==> src/rtl/hall_call_dispatcher_pkg.sv <==
// Shared types, motion codes and the hall-call slot table for the dispatcher.
package hall_call_dispatcher_pkg;

  typedef enum logic [1:0] {
    StIdle,
    StScan,
    StOffer,
    StWait
  } disp_state_t;

  // Car motion encoding on carN_ac
  localparam logic [1:0] AcDown = 2'd0;
  localparam logic [1:0] AcStop = 2'd1;
  localparam logic [1:0] AcUp   = 2'd2;

  // Added to the distance when a car is travelling away from the target
  localparam logic [2:0] AwayPenalty = 3'd4;

  // Slots 0..2 are up calls at floors 1..3, slots 3..5 are down calls at floors 2..4
  function automatic logic [1:0] slot_floor(input logic [2:0] slot);
    logic [1:0] floor_code;
    unique case (slot)
      3'd0:    floor_code = 2'd0;
      3'd1:    floor_code = 2'd1;
      3'd2:    floor_code = 2'd2;
      3'd3:    floor_code = 2'd1;
      3'd4:    floor_code = 2'd2;
      3'd5:    floor_code = 2'd3;
      default: floor_code = 2'd0;
    endcase
    return floor_code;
  endfunction

  // 1 = up call, 0 = down call
  function automatic logic slot_dir(input logic [2:0] slot);
    return (slot < 3'd3);
  endfunction

endpackage

==> src/rtl/hall_call_dispatcher_dispatch_cost.sv <==
// Combinational cost of sending one car to a target floor.
module dispatch_cost
  import hall_call_dispatcher_pkg::*;
(
  input  logic [1:0] i_floor,
  input  logic [1:0] i_ac,
  input  logic [1:0] i_target,
  output logic [2:0] o_cost
);

  logic [1:0] w_dist;
  logic       w_away;

  // Distance plus a fixed penalty when the car heads the wrong way; max 3 + 4 = 7
  always_comb begin
    w_dist = (i_floor >= i_target) ? (i_floor - i_target) : (i_target - i_floor);
    w_away = ((i_ac == AcUp) && (i_target < i_floor)) ||
             ((i_ac == AcDown) && (i_target > i_floor));
    o_cost = {1'b0, w_dist} + (w_away ? AwayPenalty : 3'd0);
  end

endmodule

==> src/rtl/hall_call_dispatcher.sv <==
// Two-car hall-call dispatcher: latches calls, offers them round-robin to the cheaper car.
module hall_call_dispatcher
  import hall_call_dispatcher_pkg::*;
#(
  parameter int unsigned ACK_TIMEOUT = 15,
  parameter int unsigned NCALL       = 6
) (
  input  logic       clk,
  input  logic       ff_reset,
  input  logic [2:0] i_up_call,
  input  logic [2:0] i_dn_call,
  input  logic [1:0] i_car0_floor,
  input  logic [1:0] i_car0_ac,
  input  logic       i_car0_open,
  input  logic       i_car0_ack,
  input  logic [1:0] i_car1_floor,
  input  logic [1:0] i_car1_ac,
  input  logic       i_car1_open,
  input  logic       i_car1_ack,
  output logic       o_car0_valid,
  output logic [1:0] o_car0_floor_req,
  output logic       o_car0_dir_req,
  output logic       o_car1_valid,
  output logic [1:0] o_car1_floor_req,
  output logic       o_car1_dir_req,
  output logic [2:0] o_lamp_up,
  output logic [2:0] o_lamp_dn
);

  disp_state_t      r_state;
  logic [NCALL-1:0] r_pending;
  logic [NCALL-1:0] r_assigned;
  logic [2:0]       r_last_slot;
  logic             r_last_car;
  logic [3:0]       r_timer;
  logic [2:0]       r_slot;
  logic             r_car;
  logic             r_valid0;
  logic             r_valid1;
  logic [1:0]       r_floor_req;
  logic             r_dir_req;

  logic [NCALL-1:0] w_set;
  logic [NCALL-1:0] w_clear;
  logic [NCALL-1:0] w_cand;
  logic [NCALL-1:0] w_assign_set;
  logic             w_found;
  logic [2:0]       w_pick;
  int unsigned      w_idx;
  logic [1:0]       w_target;
  logic [2:0]       w_cost0;
  logic [2:0]       w_cost1;
  logic             w_pick_car;
  logic             w_ack;
  logic             w_slot_gone;

  assign w_set  = {i_dn_call, i_up_call};
  assign w_cand = r_pending & ~r_assigned;

  // A slot is serviced when any car is stopped with its door open at that floor
  always_comb begin
    w_clear = '0;
    for (int s = 0; s < NCALL; s++) begin
      w_clear[s] = ((i_car0_floor == slot_floor(3'(s))) && i_car0_open && (i_car0_ac == AcStop)) ||
                   ((i_car1_floor == slot_floor(3'(s))) && i_car1_open && (i_car1_ac == AcStop));
    end
  end

  // Round-robin search from last_slot+1; iterating downward lets the nearest slot win
  always_comb begin
    w_found = 1'b0;
    w_pick  = '0;
    w_idx   = 0;
    for (int i = NCALL - 1; i >= 0; i--) begin
      w_idx = int'(r_last_slot) + 1 + i;
      if (w_idx >= NCALL) w_idx = w_idx - NCALL;
      if (w_cand[w_idx]) begin
        w_found = 1'b1;
        w_pick  = 3'(w_idx);
      end
    end
  end

  assign w_target = slot_floor(w_pick);

  dispatch_cost u_cost0 (
    .i_floor  (i_car0_floor),
    .i_ac     (i_car0_ac),
    .i_target (w_target),
    .o_cost   (w_cost0)
  );

  dispatch_cost u_cost1 (
    .i_floor  (i_car1_floor),
    .i_ac     (i_car1_ac),
    .i_target (w_target),
    .o_cost   (w_cost1)
  );

  // Cheaper car wins; a tie goes to the car that was not served last
  always_comb begin
    if (w_cost1 < w_cost0)      w_pick_car = 1'b1;
    else if (w_cost0 < w_cost1) w_pick_car = 1'b0;
    else                        w_pick_car = ~r_last_car;
  end

  assign w_ack       = r_car ? i_car1_ack : i_car0_ack;
  assign w_slot_gone = w_clear[r_slot] | ~r_pending[r_slot];

  // Acknowledged offers mark their slot assigned, unless the slot is cleared the same cycle
  always_comb begin
    w_assign_set = '0;
    if ((r_state == StWait) && w_ack && !w_slot_gone) w_assign_set[r_slot] = 1'b1;
  end

  // Pending and assigned bits; clear wins over a simultaneous set
  always_ff @(posedge clk or posedge ff_reset) begin
    if (ff_reset) begin
      r_pending  <= '0;
      r_assigned <= '0;
    end else begin
      r_pending  <= (r_pending | w_set) & ~w_clear;
      r_assigned <= (r_assigned | w_assign_set) & ~w_clear;
    end
  end

  // Dispatch FSM with registered offer outputs
  always_ff @(posedge clk or posedge ff_reset) begin
    if (ff_reset) begin
      r_state     <= StIdle;
      r_last_slot <= 3'd5;
      r_last_car  <= 1'b1;
      r_timer     <= '0;
      r_slot      <= '0;
      r_car       <= 1'b0;
      r_valid0    <= 1'b0;
      r_valid1    <= 1'b0;
      r_floor_req <= '0;
      r_dir_req   <= 1'b0;
    end else begin
      unique case (r_state)
        StIdle: begin
          if (|w_cand) r_state <= StScan;
        end
        StScan: begin
          if (w_found) begin
            r_state     <= StOffer;
            r_slot      <= w_pick;
            r_car       <= w_pick_car;
            r_floor_req <= w_target;
            r_dir_req   <= slot_dir(w_pick);
            r_valid0    <= ~w_pick_car;
            r_valid1    <= w_pick_car;
          end else begin
            r_state <= StIdle;
          end
        end
        StOffer: begin
          r_state <= StWait;
          r_timer <= '0;
        end
        StWait: begin
          if (w_slot_gone) begin
            r_valid0 <= 1'b0;
            r_valid1 <= 1'b0;
            r_timer  <= '0;
            r_state  <= StIdle;
          end else if (w_ack) begin
            r_valid0    <= 1'b0;
            r_valid1    <= 1'b0;
            r_last_car  <= r_car;
            r_last_slot <= r_slot;
            r_timer     <= '0;
            r_state     <= StIdle;
          end else if (r_timer == 4'(ACK_TIMEOUT - 1)) begin
            // Offer has waited ACK_TIMEOUT cycles in WAIT; leave the slot for a later pass
            r_valid0    <= 1'b0;
            r_valid1    <= 1'b0;
            r_last_slot <= r_slot;
            r_timer     <= '0;
            r_state     <= StIdle;
          end else begin
            r_timer <= r_timer + 4'd1;
          end
        end
        default: r_state <= StIdle;
      endcase
    end
  end

  assign o_car0_valid     = r_valid0;
  assign o_car1_valid     = r_valid1;
  assign o_car0_floor_req = r_floor_req;
  assign o_car1_floor_req = r_floor_req;
  assign o_car0_dir_req   = r_dir_req;
  assign o_car1_dir_req   = r_dir_req;
  assign o_lamp_up        = r_pending[2:0];
  assign o_lamp_dn        = r_pending[5:3];

endmodule

==> config.mk <==
export PLATFORM = sky130hd
export DESIGN_NAME = hall_call_dispatcher
export DESIGN_NICKNAME = d
export VERILOG_FILES = /design/src/rtl/hall_call_dispatcher_pkg.sv /design/src/rtl/hall_call_dispatcher_dispatch_cost.sv /design/src/rtl/hall_call_dispatcher.sv
export SDC_FILE = /design/constraint.sdc
export NUM_CORES = 1
export LEC_CHECK = 0
export BUFFER_PORTS_ARGS = -buffer_cell sky130_fd_sc_hd__buf_2
export CORE_ASPECT_RATIO = 0.7
export CORE_UTILIZATION = 40
export CTS_CLUSTER_DIAMETER = 50
export CTS_CLUSTER_SIZE = 28
export DETAILED_ROUTE_END_ITERATION = 16
export HOLD_SLACK_MARGIN = 0.08
export SYNTH_ARGS = -nofsm -noshare
export SYNTH_HDL_FRONTEND = slang
export SYNTH_SLANG_ARGS = --single-unit
==> constraint.sdc <==
create_clock -name clk -period 8.9 [get_ports clk]
set_input_delay 1.78 -clock clk [delete_from_list [all_inputs] [get_ports clk]]
set_output_delay 1.78 -clock clk [all_outputs]
set_load 0.1 [all_outputs]
# Word-level counts from Yosys, hierarchy flattened

Index checks and enable logic that the tools add are counted.

Flip-flop bits (word level): 31
Word-level logic and storage cells: 198
Bits of input ports: 20
Output and inout port bits: 14

Eq/ne operators: 22
Magnitude comparators: 23
Multiplexer cells: 64
$add $sub $neg: 19
Bitwise operators: 12
Reductions and logical operators: 46

Operator list:

| cell                                                                                  | count |
|---|---|
| 32-bit by 4-bit < comparator with 1-bit output (second input constant)                | 6 |
| 32-bit two-way mux                                                                    | 6 |
| 32-bit by 3-bit greater-or-equal comparator with 1-bit output (second input constant) | 5 |
| 32-bit by 3-bit subtractor with 32-bit output (second input constant)                 | 5 |
| 32-bit by 3-bit adder with 32-bit output (second input constant)                      | 2 |
| 32-bit by 4-bit adder with 32-bit output (second input constant)                      | 2 |
| 32-bit by 2-bit adder with 32-bit output (second input constant)                      | 1 |
| 3-bit two-way mux                                                                     | 10 |
| 1-bit binary-select mux with 3-bit select                                             | 8 |
| 1-bit logical AND                                                                     | 23 |
| 1-bit two-way mux                                                                     | 23 |
| 6-bit AND                                                                             | 3 |
| 2-bit equality test (second input constant)                                           | 8 |
| 2-bit two-way mux                                                                     | 7 |
| 4-bit two-way mux                                                                     | 3 |
| 6-bit inverter                                                                        | 2 |
| 6-bit OR                                                                              | 2 |
| 2-bit by 1-bit equality test with 1-bit output (second input constant)                | 5 |
| 2-bit logical NOT                                                                     | 5 |
| 3-bit AND reduction                                                                   | 3 |
| 2-bit case mux with 4 select lines                                                    | 1 |
| 4-bit case mux with 2 select lines                                                    | 1 |
| 2-bit subtractor                                                                      | 4 |
| 2-bit by 3-bit adder with 3-bit output                                                | 2 |
| other kinds (29)                                                                      | 49 |

# Longest topological paths before layout

Gate-level depths: netlist of the first run.

Depth in word-level cells: 26
Depth in mapped cells: 22
Depth with buffers taken out: 21

# Hierarchy

Synthesis of the first run repeated with hierarchy kept, for this count alone.

Cells, all modules: 350
Area, all modules: 3,030.4 µm²

By module, submodules not included:

| module               | times used | area an instance (µm²) | cells each | seq. area each (µm²) |
|---|---|---|---|---|
| hall_call_dispatcher | 1          | 2,745.1                | 318        | 779.5 |
| dispatch_cost        | 2          | 142.6                  | 16         | 0.0 |

# Worst setup path after synthesis of the first run

Ideal clock, no wire load.

Path type: reg2reg
Start: register r_last_slot[0]
End: register r_car
Clock period less this slack: 5,082 ps
Path slack: 3,818 ps
Data arrival time: 4,954 ps
Path buffers: 1
Cell stages (with the launch flop): 22
Library setup time: 128 ps
Required time: 8,772 ps
Cell sequence: dfstp_2 > inv_2 > ha_1 > ha_1 > clkbuf_1 > nand3b_1 > o21ai_1 > a2111o_1 > or3_1 > o2111ai_1 > o22a_4 > clkinv_2 > o211ai_4 > inv_1 > fa_1 > a211oi_1 > a21oi_1 > or2_2 > ha_1 > a21oi_1 > a41oi_1 > mux2_1

Longest elaborated chain between the ends: 23
Elaborated cells on any way between the ends: 83
Classes of those cells: 18 x add/sub; 14 x order compare; 5 x eq/ne; 37 x mux; 9 x reduce/logical

Ends and longest elaborated chain:

| element                                                                                                                               | RTL line                                                                           | text |
|---|---|---|
| start: declaration                                                                                                                    | hall_call_dispatcher.sv:33                                                         | `logic [2:0] r_last_slot;` |
| start signal: assignment                                                                                                              | hall_call_dispatcher.sv:172                                                        | `r_last_slot <= r_slot;` |
| start signal: assignment                                                                                                              | hall_call_dispatcher.sv:179                                                        | `r_last_slot <= r_slot;` |
| 3-bit by 1-bit adder with 4-bit output *                                                                                              | hall_call_dispatcher.sv:75                                                         | `w_idx = int'(r_last_slot) + 1 + i;` |
| 32-bit by 4-bit adder with 32-bit output                                                                                              | hall_call_dispatcher.sv:75                                                         |  |
| 32-bit by 3-bit subtractor with 32-bit output / 32-bit by 3-bit greater-or-equal comparator with 1-bit output (equally long branches) | hall_call_dispatcher.sv:76                                                         | `if (w_idx >= NCALL) w_idx = w_idx - NCALL;` |
| 32-bit two-way mux                                                                                                                    | hall_call_dispatcher.sv:76                                                         |  |
| 1-bit binary-select mux with 3-bit select                                                                                             | hall_call_dispatcher.sv:77                                                         | `if (w_cand[w_idx]) begin` |
| 1-bit two-way mux (not written as such)                                                                                               | hall_call_dispatcher.sv:77                                                         |  |
| 3-bit two-way mux (5 in a row)                                                                                                        | hall_call_dispatcher.sv:77                                                         |  |
| 3-bit two-way mux *                                                                                                                   | hall_call_dispatcher.sv:77                                                         |  |
| [... 3 more ...]                                                                                                                      | -                                                                                  |  |
| net u_cost0.i_target[0]                                                                                                               | hall_call_dispatcher_dispatch_cost.sv:7                                            | `input logic [1:0] i_target,` |
| 2-bit < comparator / 2-bit > comparator (equally long branches)                                                                       | hall_call_dispatcher_dispatch_cost.sv:17, hall_call_dispatcher_dispatch_cost.sv:18 |  |
| 1-bit logical AND, on equally long branches                                                                                           | hall_call_dispatcher_dispatch_cost.sv:17, hall_call_dispatcher_dispatch_cost.sv:18 |  |
| 1-bit logical OR                                                                                                                      | hall_call_dispatcher_dispatch_cost.sv:17                                           | `w_away = ((i_ac == AcUp) && (i_target < i_floor)) \|\|` |
| 3-bit two-way mux                                                                                                                     | hall_call_dispatcher_dispatch_cost.sv:19                                           | `o_cost = {1'b0, w_dist} + (w_away ? AwayPenalty : 3'd0);` |
| 2-bit by 3-bit adder with 3-bit output                                                                                                | hall_call_dispatcher_dispatch_cost.sv:19                                           |  |
| 3-bit < comparator                                                                                                                    | hall_call_dispatcher.sv:103                                                        | `else if (w_cost0 < w_cost1) w_pick_car = 1'b0;` |
| 1-bit two-way mux                                                                                                                     | hall_call_dispatcher.sv:103                                                        |  |
| 1-bit two-way mux *                                                                                                                   | hall_call_dispatcher.sv:102                                                        | `if (w_cost1 < w_cost0) w_pick_car = 1'b1;` |
| end signal: assignment                                                                                                                | hall_call_dispatcher.sv:149                                                        | `r_car <= w_pick_car;` |
| end: declaration                                                                                                                      | hall_call_dispatcher.sv:37                                                         | `logic r_car;` |

The timed path passes the listed nets; every way through them passes the cells marked *. The select of a mux whose other input is x is not followed.
A chain may end at the register's enable or synchronous reset.

# Worst setup path after layout of the first run

Ends and elaborated chain as after synthesis.

==> results.toml, run 1 <==
[outcome]
outcome = "finished, final reports clean"

[worst_setup_path]
r2r_cells = 20
worstPathRequired_ps = 9060
crit_path_end_kind = "register"
arrival_ps = 6430
critPathMaxStageDelay_ps = 880
slowest_stage = "dfstp_2"
critPathMaxFanout = 26
path_cells = "inv_2 -> ha_1 -> ha_1 -> or3b_2 -> a21oi_1 -> a2111o_1 -> mux2i_1 -> o2111a_1 -> o22a_4 -> clkinv_2 -> o211ai_4 -> inv_1 -> fa_1 -> a211oi_1 -> a21oi_1 -> or2_2 -> ha_1 -> a21oi_1 -> a41oi_1 -> mux2_1"
crit_type = "reg -> reg"
critPathLaunchType = "register"

[logic_synthesis]
synth_top_area_share_pct = 23.55
synth_ff_type = "dfrtp_1"
synth_seq_area_share_pct = 26.20
synth_fp_nets = 376
syn_area_sq_mm = 0.002975
synth_area_leaders = "dfrtp_1, ha_1, nand2_1, a21oi_1, fa_1"
synth-seq-cells = 31
synthSimpleGateAreaFrac_pct = 20.31
synth_cell_types = 81
synth_compound_area_share_pct = 26.07
synthMuxAreaShare_pct = 7.822
synthXorXnorAreaFrac_pct = 1.724
yosys.area_share.adder_pct = 11.94
syn-mean-instance-area_sq_um = 9.016
synth_edf_count = 0
synthCells = 330
yosys.area.top_type = "dfrtp_1"
ys_warn_count = 0
synth_top_family_by_area = "compound AO/OA/AOI/OAI gates"
async_flop_share_pct = 100.0

[grt]
grt_max_degree = 32
grt_overflow_total = 0
grt_use_met1_pct = 32.34
grt_pass1_wl_microns = 12370
grt.total_usage_pct = 20.54
antenna_found_initial = 0
grt_use_met3_pct = 4.557
grt-busiest-layer = "met1"
grt_pass1_vias = 2412
use_met2_pct = 29.21

[layout]
layout-drive-gt1-share_pct = 20.11
synthToLayoutAreaGrowth_pct = 9.630
antenna_cells = 0
nets = 403
fillerInstances = 675
stdcell_count = 452

[floorplanning]
io_pins = 34
core_sq_mm = 0.006975
initial_core_util_pct = 42.65
rows = 25
die_x_microns = 105.1
die_area_sq_mm = 0.007793
fp.dieH_microns = 74.16

[routing]
drtIter0Drc = 220
first_pass_iters = 5
wl_per_cell_microns = 17.48
ant_nets = 0
drc = 0
vias = 2643
drt-total-wl_microns = 7902
vias_per_cell = 5.847

[clock_network]
cts_hold_buf = 0
path_clk_slew_ps = 70
clk_latency_ps = 280
cts_tree = "built"
htreeDepth = 2
clk_path_buf_depth = 2
post-cts-setup-buffers = 0
clkSinkCount = 31
cts_buffers = 5
ctsRootBufferMaster = "clkbuf_8"
cts_resized = 0

[sta]
min_period_over_period_pct = 70.43
skew_ps = 5.036
fmax_mhz = 159.5
maxSlewViolCount = 0
tns_ps = 0
setup_slack_ps = 2631
hold_viol = 0
worst_pin_slew_ps = 979.4
setup_viol = 0
rsz0062_at_grt = "false"
post-route-min-period_ps = 6269
maxSlewHeadroom_pct = 34.42

[placement]
pre_cts_slack_ps = 2692
gp_congestion = 0.9709
hpwl_microns = 6224
place_inst = 444
port_buffers = 33

[flow_run]
maxCapViolCount = 0

[hold_path]
hold_path_depth = 1
hold_class = "reg -> reg"
-- sequential cells by signal (all words and copies together) (netlist names), named ones only --
name              flops
r_pending             6
r_slot                3
r_state               1
r_timer               4
o_car0_valid          1
o_car1_valid          1
r_assigned            6
o_car0_floor_req      2
r_last_slot           3
o_car0_dir_req        1
r_last_car            1
r_car                 1
-- final timing paths --
path	slack, ps	startpoint	to
max in group asynchronous	6990	ff_reset	r_last_slot[0]$_DFFE_PP1P_
min in group asynchronous	1570	ff_reset	o_car1_valid$_DFFE_PP0P_
min	500	r_assigned[1]$_DFF_PP0_	r_assigned[1]$_DFF_PP0_
max reg2reg	2630	r_last_slot[0]$_DFFE_PP1P_	r_car$_DFFE_PP0P_
max	2630	r_last_slot[0]$_DFFE_PP1P_	r_car$_DFFE_PP0P_
min reg2reg	500	r_assigned[1]$_DFF_PP0_	r_assigned[1]$_DFF_PP0_
-- metal layers --
| metal | routed length (microns) | part of all wire (%) |
|---|---|---|
| met1 | 4310 | 55 |
| met2 | 3167 | 40 |
| met3 | 412 | 5.2 |
| met4 | 11 | 0.14 |
| met5 | 0 | 0 |
-- stage by stage --
step	instance area (sq um)	utilization, %	hold WS [ps]
after floorplan	2975	-	451.5
after global placement	3181	45.60	476.0
after detailed placement	3181	45.60	485.3
after CTS	3262	46.76	499.7
after global routing	3262	46.76	502.4
final	3262	46.76	497.2
-- synthesized netlist by cell type (3+ instances only) --
master / instances
a21o_1: 6
mux2i_1: 6
and2_1: 6
or3b_2: 3
o21a_1: 7
nand3b_1: 4
nor2_1: 20
nand2_1: 25
nand4b_1: 5
a32o_1: 3
dfrtp_1: 28
a211oi_1: 6
a22o_1: 3
o22ai_1: 4
xnor2_1: 3
a211o_1: 3
mux4_2: 3
buf_4: 4
inv_1: 20
o21ai_0: 15
nand4_1: 3
ha_1: 22
dfstp_2: 3
nor3_1: 12
a21oi_1: 18
mux2_2: 7
a32oi_1: 3
nand2b_1: 3
nand3_1: 3
nor2b_1: 7
clkbuf_1: 6
a22oi_1: 3
fa_1: 4
-- kinds of logic after synthesis --
logic type | after synthesis
AND/OR/NAND/NOR | 109
AO/OA/AOI/OAI | 103
buffers and inverters | 38
flip-flops | 31
adder cells (fa/ha/maj) | 26
multiplexers | 18
XOR/XNOR | 5
-- cell type report --
| cell class | count | area, sq um | area share (%) |
|---|---|---|---|
| Tap cell | 94 | 117.6 | 3.606 |
| Clock buffer | 7 | 76.32 | 2.340 |
| Sequential cell | 31 | 779.5 | 23.90 |
| Multi-Input combinational cell | 261 | 2019 | 61.91 |
| Clock inverter | 1 | 5.005 | 0.1534 |
| Timing Repair Buffer | 34 | 172.7 | 5.293 |
| Inverter | 24 | 91.34 | 2.800 |
-- critical path: cells and delay by family (launching register included) --
kind	cells	cell delay, ps
and+or+nand+nor	2	780
buffers and inverters	3	380
AOI/OAI and AO/OA	9	1590
muxes	2	650
adders and majority gates	4	1850
DFF	1	880
-- placed cells by master (no fill, tap or decap), drive strengths merged, types with 4 or more instances in the layout --
cell / instances
fa: 4
nor2: 20
a211oi: 6
nor3: 12
nor2b: 7
mux2i: 6
a21o: 6
o21a: 7
nand3b: 4
a21oi: 19
clkbuf: 7
ha: 22
o22ai: 4
o21ai: 16
dfrtp: 28
nand4b: 5
buf: 34
nand2: 25
xnor2: 4
or3b: 4
inv: 22
and2: 6
mux2: 9
Power of run 1 is left out: the tool's default activity adds up to more than one toggle a clock period on the data nets, which glitch-free logic cannot reach.
==> run 2, diff against run 1 <==
clock period = 5.45 ns   (was 8.9 ns; I/O delays follow)
==> run 2 against run 1 <==
Net effect: first-iteration DRC count is 17% lower; clock skew is 4.2 ps higher; fmax is 20% higher; global-route usage is 0.90 points higher; largest cell class unchanged; register-to-register slack worse by 2400 ps.
==> results.toml, run 2 (synthesis gave the netlist of run 1 again) <==
[sta]
setup_viol = 0
skew_ps = 9.267
hold_slack_ps = 495.1
min_period_over_period_pct = 95.72
worst_pin_slew_ps = 985.5
hold_viol = 0
maxSlewViolCount = 0
fmax_mhz = 191.7
post-route-min-period_ps = 5217
maxSlewHeadroom_pct = 34.01
setup_slack_ps = 233.1

[floorplanning]
die_area_sq_mm = 0.007793
fp.dieH_microns = 74.16
io_pins = 34
core_sq_mm = 0.006975
rows = 25
die_x_microns = 105.1
initial_core_util_pct = 42.65

[routing]
wl_per_cell_microns = 17.65
vias_per_cell = 5.748
vias = 2667
drc = 0
first_pass_iters = 4
drt-total-wl_microns = 8188
drtIter0Drc = 183
ant_nets = 0

[clock_network]
htreeDepth = 2
clkSinkCount = 31
clk_path_buf_depth = 2
path_clk_slew_ps = 70
cts_buffers = 5
clk_latency_ps = 280
cts_hold_buf = 0
ctsRootBufferMaster = "clkbuf_8"
cts_tree = "built"

[layout]
stdcell_count = 464
design_area_sq_mm = 0.003391
fillerInstances = 654
final_common_cell = "buf_2"
reg_top3 = "r_assigned: 6 flops, r_pending: 6 flops, r_timer: 4 flops"
antenna_cells = 0
synthToLayoutAreaGrowth_pct = 13.96
layout-drive-gt1-share_pct = 24.59
nets = 415
final_cell_mix = "buf_2, dfrtp_1, nand2_1"

[worst_setup_path]
crit_type = "reg -> reg"
rrSetupSlack_ps = 230
reg2reg_from = "r_last_slot[0]$_DFFE_PP1P_"
reg2reg_to = "r_car$_DFFE_PP0P_"
r2r_cells = 21
critPathLaunchType = "register"
cp-startpoint = "r_last_slot[0]$_DFFE_PP1P_"
critPathMaxFanout = 6
crit_path_end_kind = "register"
worstPathRequired_ps = 5620
arrival_ps = 5380

[hold_path]
hold_path_depth = 1
hold_class = "reg -> reg"
hold_end = "r_assigned[1]$_DFF_PP0_"
hold_start = "r_assigned[1]$_DFF_PP0_"

[placement]
place_area_sq_mm = 0.003256
hpwl_microns = 6378
gp_congestion = 0.8886
port_buffers = 33
place_inst = 454
pre_cts_slack_ps = 75.08

[grt]
grt_overflow_total = 0
grt_pass1_vias = 2423
antenna_found_initial = 0
grt_max_degree = 32
grt.total_usage_pct = 21.43
grt_pass1_wl_microns = 12820

[outcome]
outcome = "finished, final reports clean"

[flow_run]
maxCapViolCount = 0
-- run 2: metal layers --
metal  track usage (%)  vias up  part of all wire [%]
li1                  -     1305                     -
met1             33.75     1259                    53
met2             29.80       98                    40
met3             5.434        5                   7.5
met4             2.191        0                  0.21
met5                 0        -                     0
-- run 2: how the worst max path moves through the flow --
stage,end,cells past startpoint
3_5_place_dp,r_car$_DFFE_PP0P_,20
6_report,r_car$_DFFE_PP0P_,21
3_3_place_gp,r_car$_DFFE_PP0P_,20
5_1_grt,r_car$_DFFE_PP0P_,21
2_1_floorplan,r_car$_DFFE_PP0P_,21
4_1_cts,r_car$_DFFE_PP0P_,20
-- run 2: worst max-delay path: stages, from the launching register on --
cell,delay (ps)
dfstp_2,560
ha_1,250
xnor2_4,170
inv_2,60
ha_1,240
or3b_2,480
a21oi_1,170
a2111o_1,280
mux2i_2,310
o2111a_1,250
o22a_4,160
clkinv_2,90
o211ai_4,240
inv_2,90
fa_1,430
a211oi_2,150
a21oi_1,50
or2_2,270
ha_1,290
a21oi_1,120
a41oi_1,80
mux2_1,330
-- run 2: per-stage QoR --
stage	TNS, ps	util [%]
6_report	0	48.61
5_1_grt	-74.77	48.61
4_1_cts	0	47.84
3_5_place_dp	0	46.67
3_3_place_gp	0	46.67
2_1_floorplan	0	-
-- run 2: final cells by class --
class | count | area, sq um | share of cell area [%]
clock buffer | 7 | 76.32 | 2.251
inverter | 24 | 91.34 | 2.694
sequential | 31 | 780.7 | 23.03
timing repair buffer | 46 | 262.8 | 7.749
clock inverter | 1 | 5.005 | 0.1476
multi-input combinational | 261 | 2057 | 60.66
tap | 94 | 117.6 | 3.469
-- run 2: repair_timing --
action / 4_1_cts / 5_1_grt
resized for setup: 0 / 9
endpoints found under the setup margin: 0 / 3
buffers inserted: 0 / 2
Power of run 2 is left out for the same reason.
